$ cat config.mk
export PLATFORM = sky130hd
export DESIGN_NAME = jedro_1_trap_ctrl
export DESIGN_NICKNAME = d
export VERILOG_FILES = /design/src/rtl/jedro_1_defines.sv /design/src/rtl/jedro_1_irq_prio.sv /design/src/rtl/jedro_1_trap_ctrl.sv
export SDC_FILE = /design/constraint.sdc
export NUM_CORES = 1
export LEC_CHECK = 0
export ABC_AREA = 0
export BUFFER_PORTS_ARGS = -buffer_cell sky130_fd_sc_hd__buf_2
export CAP_MARGIN = 20
export CELL_PAD_IN_SITES_DETAIL_PLACEMENT = 1
export CELL_PAD_IN_SITES_GLOBAL_PLACEMENT = 2
export CORE_MARGIN = 3
export CORE_UTILIZATION = 23
export CTS_CLUSTER_SIZE = 20
export DETAILED_ROUTE_END_ITERATION = 16
export PLACE_DENSITY_LB_ADDON = 0.1
export SLEW_MARGIN = 5
export SYNTH_ARGS = -nofsm -noshare
export SYNTH_HDL_FRONTEND = slang
export SYNTH_HIERARCHICAL = 1
export SYNTH_SLANG_ARGS = --single-unit
$ cat constraint.sdc
create_clock -name clk_i -period 3.89 [get_ports clk_i]
set_input_delay 0.1945 -clock clk_i [delete_from_list [all_inputs] [get_ports clk_i]]
set_output_delay 0.1945 -clock clk_i [all_outputs]
set_load 0.01 [all_outputs]
$ cat src/rtl/jedro_1_defines.sv
// ---------------------------------------------------------------------------
// jedro_1_defines
//   Shared definitions for the jedro_1 machine-mode trap logic:
//   - trap_state_e : trap sequencer states (IDLE/SAVE/RESTORE/JUMP)
//   - CSR_MCAUSE_* : exception and interrupt cause codes
//   - CSR_MCAUSE_INTR_BIT : position of the interrupt flag in mcause
//   - CSR_DEF_VAL_MTVEC   : mtvec value after reset
//   - intr_mcause()       : builds the mcause word for an interrupt code
// ---------------------------------------------------------------------------
package jedro_1_defines;

  localparam logic [31:0] CSR_DEF_VAL_MTVEC = 32'h0000_0000;

  // Synchronous exception codes (5-bit mcause field).
  localparam logic [4:0] CSR_MCAUSE_INSTR_ADDR_MISALIGNED = 5'd0;
  localparam logic [4:0] CSR_MCAUSE_INSTR_ACCESS_FAULT    = 5'd1;
  localparam logic [4:0] CSR_MCAUSE_ILLEGAL_INSTR         = 5'd2;
  localparam logic [4:0] CSR_MCAUSE_BREAKPOINT            = 5'd3;
  localparam logic [4:0] CSR_MCAUSE_LOAD_ADDR_MISALIGNED  = 5'd4;
  localparam logic [4:0] CSR_MCAUSE_LOAD_ACCESS_FAULT     = 5'd5;
  localparam logic [4:0] CSR_MCAUSE_STORE_ADDR_MISALIGNED = 5'd6;
  localparam logic [4:0] CSR_MCAUSE_STORE_ACCESS_FAULT    = 5'd7;
  localparam logic [4:0] CSR_MCAUSE_ECALL_M               = 5'd11;

  // Machine interrupt codes (also the mip/mie bit positions).
  localparam logic [3:0] CSR_MCAUSE_MSI = 4'd3;
  localparam logic [3:0] CSR_MCAUSE_MTI = 4'd7;
  localparam logic [3:0] CSR_MCAUSE_MEI = 4'd11;

  localparam int CSR_MCAUSE_INTR_BIT = 31;

  typedef enum logic [1:0] {
    IDLE    = 2'd0,
    SAVE    = 2'd1,
    RESTORE = 2'd2,
    JUMP    = 2'd3
  } trap_state_e;

  // mcause word for an interrupt: flag bit set, code in the low bits.
  function automatic logic [31:0] intr_mcause(input logic [3:0] code);
    logic [31:0] v;
    v = {28'b0, code};
    v[CSR_MCAUSE_INTR_BIT] = 1'b1;
    return v;
  endfunction

endpackage

$ cat src/rtl/jedro_1_irq_prio.sv
// ---------------------------------------------------------------------------
// jedro_1_irq_prio
//   Combinational machine interrupt selector. An interrupt is valid when the
//   global enable is set and at least one of MEI/MSI/MTI is both pending and
//   enabled. Priority: MEI(11) > MSI(3) > MTI(7).
//
// Ports:
//   mstatus_mie_i  in   mstatus.MIE global enable
//   mip_i          in   pending interrupts
//   mie_i          in   enabled interrupts
//   irq_valid_o    out  an interrupt may be taken
//   irq_code_o     out  code of the highest-priority interrupt (0 if none)
// ---------------------------------------------------------------------------
module jedro_1_irq_prio
  import jedro_1_defines::*;
#(
  parameter int XLEN = 32
) (
  input  logic            mstatus_mie_i,
  input  logic [XLEN-1:0] mip_i,
  input  logic [XLEN-1:0] mie_i,
  output logic            irq_valid_o,
  output logic [3:0]      irq_code_o
);

  logic w_mei;
  logic w_msi;
  logic w_mti;
  logic w_unused;

  assign w_mei = mip_i[CSR_MCAUSE_MEI] & mie_i[CSR_MCAUSE_MEI];
  assign w_msi = mip_i[CSR_MCAUSE_MSI] & mie_i[CSR_MCAUSE_MSI];
  assign w_mti = mip_i[CSR_MCAUSE_MTI] & mie_i[CSR_MCAUSE_MTI];

  // Only the three machine interrupt lines matter here.
  assign w_unused = ^{mip_i[XLEN-1:12], mip_i[10:8], mip_i[6:4], mip_i[2:0],
                      mie_i[XLEN-1:12], mie_i[10:8], mie_i[6:4], mie_i[2:0]};

  always_comb begin
    irq_valid_o = 1'b0;
    irq_code_o  = 4'd0;
    if (mstatus_mie_i) begin
      if (w_mei) begin
        irq_valid_o = 1'b1;
        irq_code_o  = CSR_MCAUSE_MEI;
      end else if (w_msi) begin
        irq_valid_o = 1'b1;
        irq_code_o  = CSR_MCAUSE_MSI;
      end else if (w_mti) begin
        irq_valid_o = 1'b1;
        irq_code_o  = CSR_MCAUSE_MTI;
      end
    end
  end

endmodule

$ cat src/rtl/jedro_1_trap_ctrl.sv
// ---------------------------------------------------------------------------
// jedro_1_trap_ctrl
//   Machine-mode trap sequencer. Takes exceptions, interrupts and MRET,
//   drives the CSR save/restore strobes, stalls the pipeline while the
//   sequence runs and finally redirects fetch to the trap vector or mepc.
//
//   Sequence: trigger in cycle N -> csr_save_o/csr_restore_o in N+1,
//   jmp_o in N+2, back in IDLE (stall_o low) in N+3.
//
//   Optional build macro JEDRO_1_TRAP_VECTORED_EN: when defined and
//   mtvec_i[1:0]==2'b01, interrupts vector to base + 4*code. Exceptions
//   always use the base. Undefined: direct mode only.
//
// Ports:
//   clk_i, rst_i       clock, synchronous active-high reset
//   exc_valid_i/_cause_i/_pc_i/_tval_i   synchronous exception request
//   mret_i             MRET in execute
//   instr_boundary_i   interrupts may be taken; boundary_pc_i = next PC
//   mstatus_mie_i, mip_i, mie_i, mtvec_i, mepc_i   CSR file state
//   csr_save_o + csr_mepc_o/_mcause_o/_mtval_o      trap entry strobe/data
//   csr_restore_o      MRET strobe (MIE<=MPIE, MPIE<=1)
//   stall_o            pipeline hold while not IDLE
//   jmp_o, jmp_addr_o  one-cycle fetch redirect and its target
// ---------------------------------------------------------------------------
module jedro_1_trap_ctrl
  import jedro_1_defines::*;
#(
  parameter int          XLEN       = 32,
  parameter logic [31:0] BOOT_MTVEC = CSR_DEF_VAL_MTVEC
) (
  input  logic            clk_i,
  input  logic            rst_i,

  input  logic            exc_valid_i,
  input  logic [4:0]      exc_cause_i,
  input  logic [XLEN-1:0] exc_pc_i,
  input  logic [XLEN-1:0] exc_tval_i,

  input  logic            mret_i,
  input  logic            instr_boundary_i,
  input  logic [XLEN-1:0] boundary_pc_i,

  input  logic            mstatus_mie_i,
  input  logic [XLEN-1:0] mip_i,
  input  logic [XLEN-1:0] mie_i,
  input  logic [XLEN-1:0] mtvec_i,
  input  logic [XLEN-1:0] mepc_i,

  output logic            csr_save_o,
  output logic [XLEN-1:0] csr_mepc_o,
  output logic [XLEN-1:0] csr_mcause_o,
  output logic [XLEN-1:0] csr_mtval_o,
  output logic            csr_restore_o,

  output logic            stall_o,
  output logic            jmp_o,
  output logic [XLEN-1:0] jmp_addr_o
);

  trap_state_e     r_state;
  logic            r_stall;
  logic            r_save;
  logic            r_restore;
  logic            r_jmp;
  logic [XLEN-1:0] r_mepc;
  logic [XLEN-1:0] r_mcause;
  logic [XLEN-1:0] r_mtval;
  logic [XLEN-1:0] r_jmp_addr;
  logic            r_is_intr;
  logic [3:0]      r_irq_code;

  logic            w_irq_valid;
  logic [3:0]      w_irq_code;
  logic            w_irq_take;
  logic [XLEN-1:0] w_mtvec_base;
  logic [XLEN-1:0] w_trap_vec;
  logic            w_unused;

  jedro_1_irq_prio #(
    .XLEN (XLEN)
  ) u_irq_prio (
    .mstatus_mie_i (mstatus_mie_i),
    .mip_i         (mip_i),
    .mie_i         (mie_i),
    .irq_valid_o   (w_irq_valid),
    .irq_code_o    (w_irq_code)
  );

  // Interrupts are only taken between instructions.
  assign w_irq_take   = w_irq_valid & instr_boundary_i;
  assign w_mtvec_base = {mtvec_i[XLEN-1:2], 2'b00};

  // Trap target, evaluated while in SAVE (mtvec_i is sampled there).
  always_comb begin
    w_trap_vec = w_mtvec_base;
`ifdef JEDRO_1_TRAP_VECTORED_EN
    if (r_is_intr && (mtvec_i[1:0] == 2'b01)) begin
      w_trap_vec = w_mtvec_base + {{(XLEN-6){1'b0}}, r_irq_code, 2'b00};
    end
`endif
  end

  // PC low bits are always forced to zero; in direct mode the mtvec mode
  // field and the interrupt bookkeeping do not influence the target.
`ifdef JEDRO_1_TRAP_VECTORED_EN
  assign w_unused = ^{exc_pc_i[1:0], boundary_pc_i[1:0], mepc_i[1:0], BOOT_MTVEC};
`else
  assign w_unused = ^{exc_pc_i[1:0], boundary_pc_i[1:0], mepc_i[1:0], BOOT_MTVEC,
                      mtvec_i[1:0], r_is_intr, r_irq_code};
`endif

  always_ff @(posedge clk_i) begin
    if (rst_i) begin
      r_state    <= IDLE;
      r_stall    <= 1'b0;
      r_save     <= 1'b0;
      r_restore  <= 1'b0;
      r_jmp      <= 1'b0;
      r_mepc     <= '0;
      r_mcause   <= '0;
      r_mtval    <= '0;
      r_jmp_addr <= '0;
      r_is_intr  <= 1'b0;
      r_irq_code <= 4'd0;
    end else begin
      // Strobes are single-cycle unless re-asserted below.
      r_save    <= 1'b0;
      r_restore <= 1'b0;
      r_jmp     <= 1'b0;
      case (r_state)
        IDLE: begin
          if (exc_valid_i) begin
            r_mepc     <= {exc_pc_i[XLEN-1:2], 2'b00};
            r_mcause   <= {{(XLEN-5){1'b0}}, exc_cause_i};
            r_mtval    <= exc_tval_i;
            r_is_intr  <= 1'b0;
            r_irq_code <= 4'd0;
            r_save     <= 1'b1;
            r_stall    <= 1'b1;
            r_state    <= SAVE;
          end else if (w_irq_take) begin
            r_mepc     <= {boundary_pc_i[XLEN-1:2], 2'b00};
            r_mcause   <= intr_mcause(w_irq_code);
            r_mtval    <= '0;
            r_is_intr  <= 1'b1;
            r_irq_code <= w_irq_code;
            r_save     <= 1'b1;
            r_stall    <= 1'b1;
            r_state    <= SAVE;
          end else if (mret_i) begin
            r_restore  <= 1'b1;
            r_stall    <= 1'b1;
            r_state    <= RESTORE;
          end
        end
        SAVE: begin
          r_jmp      <= 1'b1;
          r_jmp_addr <= w_trap_vec;
          r_state    <= JUMP;
        end
        RESTORE: begin
          r_jmp      <= 1'b1;
          r_jmp_addr <= {mepc_i[XLEN-1:2], 2'b00};
          r_state    <= JUMP;
        end
        JUMP: begin
          r_stall <= 1'b0;
          r_state <= IDLE;
        end
        default: begin
          r_stall <= 1'b0;
          r_state <= IDLE;
        end
      endcase
    end
  end

  assign csr_save_o    = r_save;
  assign csr_mepc_o    = r_mepc;
  assign csr_mcause_o  = r_mcause;
  assign csr_mtval_o   = r_mtval;
  assign csr_restore_o = r_restore;
  assign stall_o       = r_stall;
  assign jmp_o         = r_jmp;
  assign jmp_addr_o    = r_jmp_addr;

endmodule

==> metrics.cfg <==
[timing]
hold_viol = 0
clock_skew_ns = 0.00672
tns_ns = 0
layout_setup_ws_ns = 1.63
finalSetupViolCount = 0
rsz0062_at_grt = false
max_slew_margin = 0.335
period_share = 0.581
holdWs_ns = 0.0553
max_freq_ghz = 0.443
period_minus_slack_ns = 2.26
tightest_slew_ns = 0.997
final_max_slew_viol_count = 0

[logic_synthesis]
synth_seq_area_share = 0.447
ys_warn_count = 6
synthesis.area_um2 = 4660
ys_ff_latch = 104
synth_cell_types = 34
netlist_instances = 435
syn_avg_cell_area_um2 = 10.7

[clock_tree]
root_buffer = clkbuf_16
numClockSinks = 104
cts_hold_buf = 0
ctsHtreeMaxLevel = 3
clkLatencyLatePin_ns = 0.35
cts_inserted_buffers = 9
cts_tree = yes
cts_setup_buffers = 0
cts_resized = 0
path_clk_slew_ns = 0.08
cts_buffer_depth = 2

[route]
routed-wl-met3_um = 1240
detail_route.wl_per_cell_um = 16.1
viasPerCell = 4.31
highest_layer = met4
drt-total-wl_um = 15300
route.detailed.drc = 0
wl_met1_um = 6300
vias = 4103
dr_wl_met2_um = 7530
ant_nets = 0
first_pass_iters = 4
drt_iter0_drc = 81

[die]
die-height_um = 148
num_rows = 51
ios = 367
dieArea_um2 = 22000
initial_core_util = 0.237
coreArea_um2 = 19700
die_w_um = 148

[hold_path]
hold_class = in -> reg

[setup_path]
cpMaxStageDelayCell = and2_2
crit_type = in -> reg
slowest_delay_ns = 0.83
cp_data_arrival_time_ns = 2.44
path_cells = buf_2, a22oi_2, a21boi_0, buf_4, a21o_1, buf_4, and2_2, a211oi_1
worst_ep_required_time_ns = 4.07
cp_max_fo = 35
crit_family = compound AO/OA/AOI/OAI gates
cp-end-kind = flip-flop
cp.buffers_inverters = 3
worst_path_most_repeated_cell = buf_4
critPathLaunchType = primary input

[job]
maxCapViolCount = 0

[power]
power.density_nw_per_um2 = 694
ir_worst_vdd_mv = 0.251
p_total_mw = 4.42
p_leak_nw = 3.01

[place]
post-place-ws_ns = 1.22
finalWeightedCongestion = 0.709
portBuffers = 270
dpl.hpwl_um = 11400

[layout]
fin_nets = 918
utilization = 0.324
nFillCells = 2336
syn_to_final_growth_pct = 36.8
drive_gt1_frac = 0.483

[global_routing]
track_usage = 0.135
antenna_found_initial = 0
grt_pass1_wl_um = 23400
grt_pass1_vias = 4264
grt.overflow.total = 0
grt_max_degree = 64

[outcome]
status = finished clean

-- worst paths after layout --
path,from,endpoint,slack (ns),cells after the start
worst min register to register,csr_mcause_o[31],csr_mcause_o[31],0.47,1
worst max register to register,r_state[1],csr_mcause_o[0],1.85,4
worst min-delay path,exc_tval_i[19],csr_mtval_o[19],0.06,2
worst max-delay path,mip_i[11],csr_mcause_o[0],1.63,8
-- cells in the final DEF (no fill, tap or decap), drive strengths merged, types with 3 or more instances in the layout --
cell	count
a22o	33
conb	30
ha	3
nor2	31
and2	3
dfxtp	104
a211oi	64
clkbuf	10
buf	279
mux2i	64
inv	5
a21oi	37
-- synthesized netlist by cell type, drive strengths merged --
master | number | share of area
a211oi | 64 | 0.13
a21boi | 1 | 0.0016
a21o | 1 | 0.0016
a21oi | 37 | 0.041
a22o | 33 | 0.062
a22oi | 1 | 0.0027
a311oi | 1 | 0.0019
a32oi | 1 | 0.0019
and2 | 3 | 0.0040
and3 | 2 | 0.0030
and4 | 1 | 0.0019
buf | 60 | 0.097
clkbuf | 14 | 0.011
clkinv | 1 | 0.00081
conb | 1 | 0.00081
dfxtp | 104 | 0.45
ha | 3 | 0.0081
inv | 2 | 0.0016
mux2i | 64 | 0.14
nand2 | 1 | 0.00081
nand2b | 2 | 0.0027
nor2 | 31 | 0.025
nor2b | 2 | 0.0043
nor3b | 1 | 0.0016
o211ai | 1 | 0.0016
o21a | 1 | 0.0016
o21ai | 1 | 0.0011
o41ai | 1 | 0.0019
-- per-stage QoR --
step	cell area, um2	std cells
final	6370	951
after global routing	6370	950
after CTS	6350	949
after detailed placement	6010	933
after global placement	6010	933
after floorplan	4770	464
-- metal layers --
metal  vias to the layer above  global-route usage
met3                        12              0.0420
li1                       2030                   -
met1                      1899               0.160
met4                         0              0.0453
met2                       162               0.232
met5                         -                   0
-- power by group --
group	internal (mW)	leakage [nW]	switching [mW]
registers	1.42	0.859	0.170
clock network	0.593	0.166	0.431
logic	0.752	1.99	1.06
total	2.76	3.01	1.66
-- flip-flops by register name, summed over array words and instances, names as in the netlist --
name and flops:
csr_mcause_o 6, csr_mepc_o 30, csr_mtval_o 32, csr_restore_o 1, csr_save_o 1, jmp_addr_o 30, jmp_o 1, r_state 2
stall_o 1
-- cell families (layout without fill, tap and decap cells) --
group,Yosys count,in the layout,share of synthesized area
AO/OA/AOI/OAI,143,143,0.253
buffers and inverters,77,298,0.111
AND/OR/NAND/NOR,43,43,0.0432
other,1,31,0.000805
multiplexers,64,64,0.138
adder cells (fa/ha/maj),3,3,0.00806
flip-flops,104,104,0.447
-- worst reg2reg max path: stages (launching register included) --
cell and delay [ns]:
dfxtp_1 0.36, inv_1 0.09, ha_2 0.38, and2_2 0.88
a211oi_1 0.18
-- cell type report --
cell class,instances,area [um2],share of cell area
Timing Repair Buffer,279,1430,0.225
Clock buffer,10,239,0.0375
Inverter,3,11.3,0.00177
Sequential cell,104,2080,0.327
Multi-Input combinational cell,283,2180,0.341
Clock inverter,6,97.6,0.0153
Tap cell,265,332,0.0520
Antenna cell,1,2.50,0.000393
No activity file was read; power rests on OpenSTA's default activity.
